[config.mk]
export PLATFORM = sky130hd
export DESIGN_NAME = uram_update_apply
export DESIGN_NICKNAME = d
export VERILOG_FILES = /design/src/rtl/uram_update_apply_pkg.sv /design/src/rtl/uram_fwd_min.sv /design/src/rtl/uram_update_apply.sv
export SDC_FILE = /design/constraint.sdc
export NUM_CORES = 1
export LEC_CHECK = 0
export ABC_AREA = 1
export CAP_MARGIN = 15
export CORE_MARGIN = 1
export CORE_UTILIZATION = 40
export DETAILED_ROUTE_END_ITERATION = 12
export GPL_TIMING_DRIVEN = 0
export HOLD_SLACK_MARGIN = 0.03
export PLACE_DENSITY = 0.76
export SLEW_MARGIN = 20
export SYNTH_ARGS = -nofsm -noshare
export SYNTH_HDL_FRONTEND = slang
export SYNTH_HIERARCHICAL = 1
export SYNTH_SLANG_ARGS = --single-unit
export TNS_END_PERCENT = 5
[constraint.sdc]
create_clock -name clk -period 3.2 [get_ports clk]
set_clock_uncertainty 0.2 [all_clocks]
set_input_delay 0.48 -clock clk [delete_from_list [all_inputs] [get_ports clk]]
set_output_delay 0.48 -clock clk [all_outputs]
set_load 0.005 [all_outputs]
[src/rtl/uram_update_apply_pkg.sv]
// Shared widths and the vertex-update record used by the apply stage and the
// update-shuffle stage that feeds it.
package uram_update_apply_pkg;

    localparam int DATA_W_DEF = 32;
    localparam int ADDR_W_DEF = 10;
    localparam int CNT_W_DEF  = 16;

    typedef struct packed {
        logic [ADDR_W_DEF-1:0] addr;
        logic [DATA_W_DEF-1:0] val;
        logic                  last;
    } vtx_upd_t;

endpackage

[src/rtl/uram_fwd_min.sv]
// Combinational merge for the apply stage: picks the freshest stored value
// (forwarded or URAM) and flags a write when the candidate improves it by min.
module uram_fwd_min #(
    parameter int DATA_W = 32,
    parameter int ADDR_W = 10
) (
    input  logic              i_fwd_valid,
    input  logic [ADDR_W-1:0] i_fwd_addr,
    input  logic [DATA_W-1:0] i_fwd_data,
    input  logic [ADDR_W-1:0] i_cand_addr,
    input  logic [DATA_W-1:0] i_cand_val,
    input  logic [DATA_W-1:0] i_ram_data,
    output logic [DATA_W-1:0] o_old,
    output logic              o_better
);

    logic w_hit;

    // The one-back write is not yet visible in the URAM read data.
    assign w_hit    = i_fwd_valid & (i_fwd_addr == i_cand_addr);
    assign o_old    = w_hit ? i_fwd_data : i_ram_data;
    assign o_better = (i_cand_val < o_old);

endmodule

[src/rtl/uram_update_apply.sv]
// Apply-phase URAM client: reads each vertex, merges the update by min and
// writes back only on improvement, sustaining one update per cycle.
module uram_update_apply
    import uram_update_apply_pkg::*;
#(
    parameter int DATA_W = DATA_W_DEF,
    parameter int ADDR_W = ADDR_W_DEF,
    parameter int CNT_W  = CNT_W_DEF
) (
    input  logic              clk,
    input  logic              rst_n,
    input  logic              enable,
    input  logic              upd_valid,
    output logic              upd_ready,
    input  logic [ADDR_W-1:0] upd_addr,
    input  logic [DATA_W-1:0] upd_val,
    input  logic              upd_last,
    output logic [DATA_W-1:0] ram_data_in,
    output logic [ADDR_W-1:0] ram_r_addr,
    output logic [ADDR_W-1:0] ram_w_addr,
    output logic              ram_w_en,
    output logic              ram_en,
    input  logic [DATA_W-1:0] ram_data_out,
    output logic              done,
    output logic [CNT_W-1:0]  changed_cnt,
    output logic [CNT_W-1:0]  upd_cnt
);

    logic              w_acc;
    logic              w_wr;
    logic              w_better;
    logic [DATA_W-1:0] w_old;

    logic              r_s1_valid;
    logic [ADDR_W-1:0] r_s1_addr;
    logic [DATA_W-1:0] r_s1_val;
    logic              r_s1_last;
    logic              r_fwd_valid;
    logic [ADDR_W-1:0] r_fwd_addr;
    logic [DATA_W-1:0] r_fwd_data;
    logic              r_done;
    logic [CNT_W-1:0]  r_upd_cnt;
    logic [CNT_W-1:0]  r_chg_cnt;

    function automatic logic [CNT_W-1:0] sat_inc(input logic [CNT_W-1:0] v,
                                                 input logic             inc);
        logic [CNT_W-1:0] res;
        res = v;
        if (inc && (v != {CNT_W{1'b1}})) begin
            res = v + CNT_W'(1);
        end else begin
            res = v;
        end
        return res;
    endfunction

    assign upd_ready = enable & rst_n;
    assign w_acc     = upd_valid & upd_ready;

    uram_fwd_min #(
        .DATA_W (DATA_W),
        .ADDR_W (ADDR_W)
    ) u_fwd_min (
        .i_fwd_valid (r_fwd_valid),
        .i_fwd_addr  (r_fwd_addr),
        .i_fwd_data  (r_fwd_data),
        .i_cand_addr (r_s1_addr),
        .i_cand_val  (r_s1_val),
        .i_ram_data  (ram_data_out),
        .o_old       (w_old),
        .o_better    (w_better)
    );

    // A reset arriving while stage 1 is full must squash its write.
    assign w_wr = rst_n & r_s1_valid & w_better;

    // URAM control; addresses and data are held at zero while in reset.
    always_comb begin
        ram_r_addr  = {ADDR_W{1'b0}};
        ram_w_addr  = {ADDR_W{1'b0}};
        ram_data_in = {DATA_W{1'b0}};
        ram_w_en    = w_wr;
        ram_en      = w_acc | w_wr;
        if (rst_n) begin
            ram_r_addr  = upd_addr;
            ram_w_addr  = r_s1_addr;
            ram_data_in = r_s1_val;
        end else begin
            ram_r_addr  = {ADDR_W{1'b0}};
            ram_w_addr  = {ADDR_W{1'b0}};
            ram_data_in = {DATA_W{1'b0}};
        end
    end

    // Pipeline, forwarding register, done pulse and phase counters.
    always_ff @(posedge clk) begin
        if (!rst_n) begin
            r_s1_valid  <= 1'b0;
            r_s1_addr   <= {ADDR_W{1'b0}};
            r_s1_val    <= {DATA_W{1'b0}};
            r_s1_last   <= 1'b0;
            r_fwd_valid <= 1'b0;
            r_fwd_addr  <= {ADDR_W{1'b0}};
            r_fwd_data  <= {DATA_W{1'b0}};
            r_done      <= 1'b0;
            r_upd_cnt   <= {CNT_W{1'b0}};
            r_chg_cnt   <= {CNT_W{1'b0}};
        end else begin
            r_s1_valid  <= w_acc;
            r_s1_addr   <= upd_addr;
            r_s1_val    <= upd_val;
            r_s1_last   <= upd_last & w_acc;
            r_fwd_valid <= w_wr;
            r_fwd_addr  <= r_s1_addr;
            r_fwd_data  <= r_s1_val;
            r_done      <= r_s1_valid & r_s1_last;
            if (r_done) begin
                r_upd_cnt <= {CNT_W{1'b0}};
                r_chg_cnt <= {CNT_W{1'b0}};
            end else begin
                r_upd_cnt <= sat_inc(r_upd_cnt, w_acc);
                r_chg_cnt <= sat_inc(r_chg_cnt, w_wr);
            end
        end
    end

    assign done        = r_done;
    assign upd_cnt     = r_upd_cnt;
    assign changed_cnt = r_chg_cnt;

endmodule

==> results_dict.tcl, run 1 <==
set metrics [dict create \
    reg2reg_depth 29 \
    fin_nets 1149 \
    rr_endpoint "changed_cnt[9]" \
    hold_depth 3 \
    clk_pin_slew_ps 60 \
    powerDensity_nw_per_um2 468.8 \
    antenna_found_initial 0 \
    htreeDepth 4 \
    std_cell_rows 43 \
    finalSetupViolations 19 \
    finalPower_mw 4.031 \
    design.portCount 167 \
    failed_checks "setup timing" \
    gr-usage-all-layers_pct 21.01 \
    grt_pass1_vias 5110 \
    nFillCells 1243 \
    dr.pass1.iters 7 \
    grt_max_degree 17 \
    dp.cells 1181 \
    postSynthAreaPerCell_sq_um 6.810 \
    r2r-start "r_s1_addr[8]" \
    power.leakage_nw 4.404 \
    start_util_pct 41.01 \
    diodes 0 \
    drtAntennaViolNets 0 \
    clock_sinks 120 \
    area_delta_synth_final_pct 51.05 \
    hp-class "in2reg" \
    start_kind "flop" \
    die_h_um 121.3 \
    syn-num-nets 948 \
    via_count 5510 \
    drive_above_1_share_pct 13.43 \
    gp_congestion 0.8614 \
    cp.arrival_ps 3350 \
    vdd_drop_max_mv 0.3512 \
    layoutNonFillerInstCount 1230 \
    slew_viol_final 0 \
    routed_wl_mm 14.98 \
    crit_type "reg2out" \
    holdWs_ps 183.9 \
    slew_headroom_pct 61.26 \
    max_slew.worst_pin.slew_ps 581.0 \
    maxCapViolCount 0 \
    period_minus_slack_ps 4028 \
    status "complete, but fails checks" \
    grt_overflow 0 \
    post_drt_via_cell_ratio 4.480 \
    cts_tree "done" \
    syn_inst 836 \
    hpwl_mm 10.36 \
    clock_path_buffers 2 \
    syn_area_sq_um 5693 \
    dieArea_sq_um 14710 \
    fmax_mhz 248.3 \
    hold_violations 0 \
    yosys_warnings 6 \
    required_ps 2520 \
    drc 0 \
    cts_buffers 17 \
    worst_slack_ps -827.9 \
    rsz0062_at_grt "yes" \
    reg2reg_slack_ps -570 \
    clk_latency_ps 410 \
    grt_pass1_wl_mm 23.90 \
    die_w_um 121.3 \
    routedWlPerCell_um 12.18 \
    cp_max_fo 6 \
    critPathCaptureType "primary output" \
    first_iter_violations 281 \
    port_buffers 165 \
    clockRootBuffer "clkbuf_16" \
    fin_crit_sh_pct 125.9 \
    min_to "done" \
    finalSetupTns_ps -7787 \
    core_sq_um 13880 \
    min_from "rst_n" \
]
==> flip-flops by register name (all words and copies together), names as in the netlist, 10 cells and up <==
register     count
upd_cnt         16
r_s1_addr       10
r_fwd_data      32
changed_cnt     16
r_s1_val        32
r_fwd_addr      10
==> repair_timing <==
| item | in CTS | in global routing |
|---|---|---|
| pin swaps | 25 | 16 |
| resized for setup | 68 | 15 |
| buffers inserted | 17 | 0 |
| endpoints found under the hold margin | 0 | 0 |
| setup endpoints to repair | 19 | 19 |
| hold buffers | 0 | 0 |
==> final cells by class <==
type	count	area, sq um	area share (%)
tap	180	225.2	2.619
inverter	167	631.9	7.348
timing repair buffer	182	1783	20.73
clock buffer	19	452.9	5.267
sequential	120	2412	28.05
multi-input combinational	528	2759	32.08
buffer	21	158.9	1.848
clock inverter	13	176.4	2.052
==> layout by cell type (no fill, tap or decap), types with 6 or more instances in the layout <==
master / count
clkbuf_16: 17
ha_4: 6
ha_1: 27
nand2_1: 272
nand3_1: 31
nand2_2: 11
nor2_2: 20
inv_1: 160
dfxtp_1: 112
nor2_4: 6
nor2_1: 81
a21oi_1: 29
clkdlybuf4s50_1: 163
dfxtp_2: 8
buf_4: 16
o21ai_0: 8
==> stage by stage <==
stage / worst slack [ps] / cell area (sq um) / utilization (%)
6_report: -827.9 / 8600 / 61.95
3_5_place_dp: -1184 / 7570 / 54.53
5_1_grt: -1009 / 8600 / 61.95
3_3_place_gp: -1197 / 7570 / 54.53
2_1_floorplan: 28.26 / 5693 / -
4_1_cts: -836.4 / 8548 / 61.58
==> per-layer routing <==
metal,GRT usage [%],part of all wire (%),up-vias
met5,0,0,-
met4,6.790,1.1,0
met3,6.203,6.3,13
met2,36.43,48,152
met1,24.58,44,2449
li1,-,-,2896
==> power by group <==
part           switching (mW)  total [mW]  internal (mW)
Combinational           0.191       0.431          0.240
Clock                   0.687        2.02           1.34
Sequential             0.0275        1.58           1.55
Total                   0.906        4.03           3.13
==> how the worst max path moves through the flow <==
| stage | slack [ps] | from | end |
|---|---|---|---|
| floorplan | 30 | r_s1_addr[7] | changed_cnt[13] |
| finish | -830 | r_s1_addr[8] | ram_w_en |
| global route | -1010 | r_s1_addr[8] | ram_en |
| detailed placement | -1180 | r_s1_addr[7] | ram_w_en |
| global placement | -1200 | r_s1_addr[7] | ram_w_en |
| CTS | -840 | r_s1_addr[7] | ram_en |
==> critical path: stages, from the launching register on <==
cell and delay (ps):
dfxtp_2 340, inv_1 40, nand2_1 50, nand2_1 70
nor2_2 140, nand2_2 90, inv_2 70, nand3_4 140
inv_4 130, buf_8 120, nand2_1 50, nand2_1 50
inv_1 40, ha_1 280, nand2_2 110, o21ai_1 80
nand3_1 70, a21oi_1 80, o21bai_1 180, o2111ai_2 190
a21oi_4 200, nand3_2 120, buf_8 160, inv_4 50
buf_2 100
(Power assumes the default switching activity.)
==> run 2: changes to the inputs <==
- PLACE_DENSITY: 0.76 -> default
- PLACE_DENSITY_LB_ADDON: default -> 0.25
==> run 2 against run 1 <==
Compared with the run above: the flow still finishes with violations (setup timing); maximum frequency shrank 0.66%; combinational power shrank 4%; critical path depth grew 1; final area grew 0.55%; total power shrank 0.74%; die area is the same; non-clock buffer count grew 1; clock-buffer cell count grew 3; worst setup slack lost 27 ps; sequential power is essentially flat; sequential cell count is the same.
==> results_dict.tcl, run 2 (same netlist as run 1, synthesis figures left out) <==
set metrics [dict create \
    power.leakage_nw 4.428 \
    period_minus_slack_ps 4055 \
    start_util_pct 41.01 \
    holdWs_ps 220.4 \
    grt_overflow 0 \
    use_met3_pct 5.780 \
    cp.arrival_ps 3370 \
    gp_congestion 0.8604 \
    dr.pass1.iters 4 \
    required_ps 2520 \
    final_cell_mix "nand2_1 (268), clkdlybuf4s50_1 (163), inv_1 (160)" \
    die_w_um 121.3 \
    met1_usage_pct 22.30 \
    via_count 5432 \
    multiInputGateArea_sq_um 2739 \
    drc 0 \
    grt_max_degree 17 \
    drive_above_1_share_pct 13.43 \
    routed_wl_mm 14.60 \
    diodes 0 \
    critPathCaptureType "primary output" \
    vdd_drop_max_mv 0.2884 \
    fin_crit_sh_pct 126.7 \
    grt_pass1_wl_mm 21.87 \
    maxCapViolCount 0 \
    top_usage_layer "met2" \
    final_area_sq_um 8647 \
    cp_max_fo 6 \
    status "complete, but fails checks" \
    drtAntennaViolNets 0 \
    cts_tree "done" \
    finalSetupViolations 19 \
    final_common_cell "nand2_1" \
    dieArea_sq_um 14710 \
    grt_pass1_vias 4813 \
    hold_violations 0 \
    design.portCount 167 \
    fin_nets 1150 \
    grtUsageMet2_pct 33.56 \
    slew_headroom_pct 57.81 \
    rsz0062_at_grt "yes" \
    first_iter_violations 209 \
    crit_type "reg2out" \
    die_h_um 121.3 \
    slew_viol_final 0 \
    placedInstanceArea_sq_um 7570 \
    area_delta_synth_final_pct 51.89 \
    hpwl_mm 10.32 \
    worst_slack_ps -854.5 \
    port_buffers 165 \
    fmax_mhz 246.6 \
    clk_latency_ps 410 \
    routedWlPerCell_um 11.87 \
    clock_path_buffers 2 \
    htreeDepth 4 \
    clock_sinks 120 \
    start_kind "flop" \
    largest_registers "r_fwd_data: 32 flops, r_s1_val: 32 flops" \
    hp-class "reg2reg" \
    max_slew.worst_pin.slew_ps 632.9 \
    clk_pin_slew_ps 50 \
    core_sq_um 13880 \
    gr-usage-all-layers_pct 19.30 \
    nFillCells 1265 \
    failed_checks "setup timing" \
    reg2reg_slack_ps -820 \
    antenna_found_initial 0 \
    post_drt_via_cell_ratio 4.416 \
    clockRootBuffer "clkbuf_16" \
    hold_buffers 0 \
    cts_buffers 17 \
    std_cell_rows 43 \
    powerDensity_nw_per_um2 462.7 \
    final-seq-area_sq_um 2412 \
]
## run 2: cell count changes in the layout (fill, tap and decap cells not counted), moves of 2 or more
cell / delta
buf_12: +2
buf_4: -3
clkbuf_16: +2
clkinvlp_4: -3
ha_1: +2
ha_4: -2
nand2_1: -4
nand2_2: +4
## run 2: final timing paths
path,cells past startpoint,to,from
worst max-delay path,25,ram_w_en,r_s1_addr[8]
worst min-delay path,2,done,r_s1_last
worst max register to register,34,changed_cnt[15],r_s1_addr[8]
worst min register to register,2,done,r_s1_last
## run 2: per-stage QoR
step	power, mW	TNS (ps)	instances	util, %	setup WS [ps]
global placement	1.982	-11080	1181	54.53	-1119
finish	4.001	-11130	1230	62.29	-854.5
global route	4.174	-15380	1230	62.29	-1067
CTS	4.035	-11640	1225	60.90	-929.7
detailed placement	1.987	-11140	1181	54.53	-1105
floorplan	1.779	0	836	-	28.26
## run 2: power breakdown
group | switching [mW] | internal [mW]
clock network | 0.637 | 1.37
logic | 0.185 | 0.230
registers | 0.0265 | 1.55
total | 0.848 | 3.15
## run 2: per-layer routing
metal  routed length, um  up-vias
li1                    -     2898
met1                6351     2399
met2                7126      120
met3                 926       15
met4                 196        0
met5                   0        -
## run 2: timing repair
| action | in CTS | in global routing |
|---|---|---|
| buffers inserted | 13 | 4 |
| cloned | 0 | 1 |
| gates resized for setup | 55 | 36 |
| hold endpoints to repair | 0 | 0 |
| endpoints found under the setup margin | 19 | 19 |
| pin swaps | 21 | 18 |
## run 2: area by class of cell
type	instances	share of cell area (%)
well taps	180	2.605
repair buffers	183	21.24
plain buffers	21	1.968
clock inverters	9	1.678
flip-flops and latches	120	27.90
multi-input cells	528	31.67
clock buffers	22	5.600
inverters	167	7.336
## run 2: critical path: stages (launching register included)
cell and delay, ps:
dfxtp_2 340, inv_2 30, nand2_1 40, nand2_1 60, nor2_2 130, nand2_2 90
inv_2 70, nand3_4 150, inv_6 140, buf_12 100, clkbuf_16 120, nand2_1 40
nand2_1 50, inv_1 40, ha_1 260, nand2_1 60, nor2_1 50, nand4_1 170
o21bai_1 160, o2111ai_2 180, a21oi_4 190, nand3_2 120, buf_8 140, buf_6 110
inv_4 50, buf_6 80
==> run 3: changes to the inputs <==
- GPL_ROUTABILITY_DRIVEN: default -> 0
- SLEW_MARGIN: 20 -> default
==> results of run 3 <==
The final DEF is identical to that of run 2; final timing and power are the same.
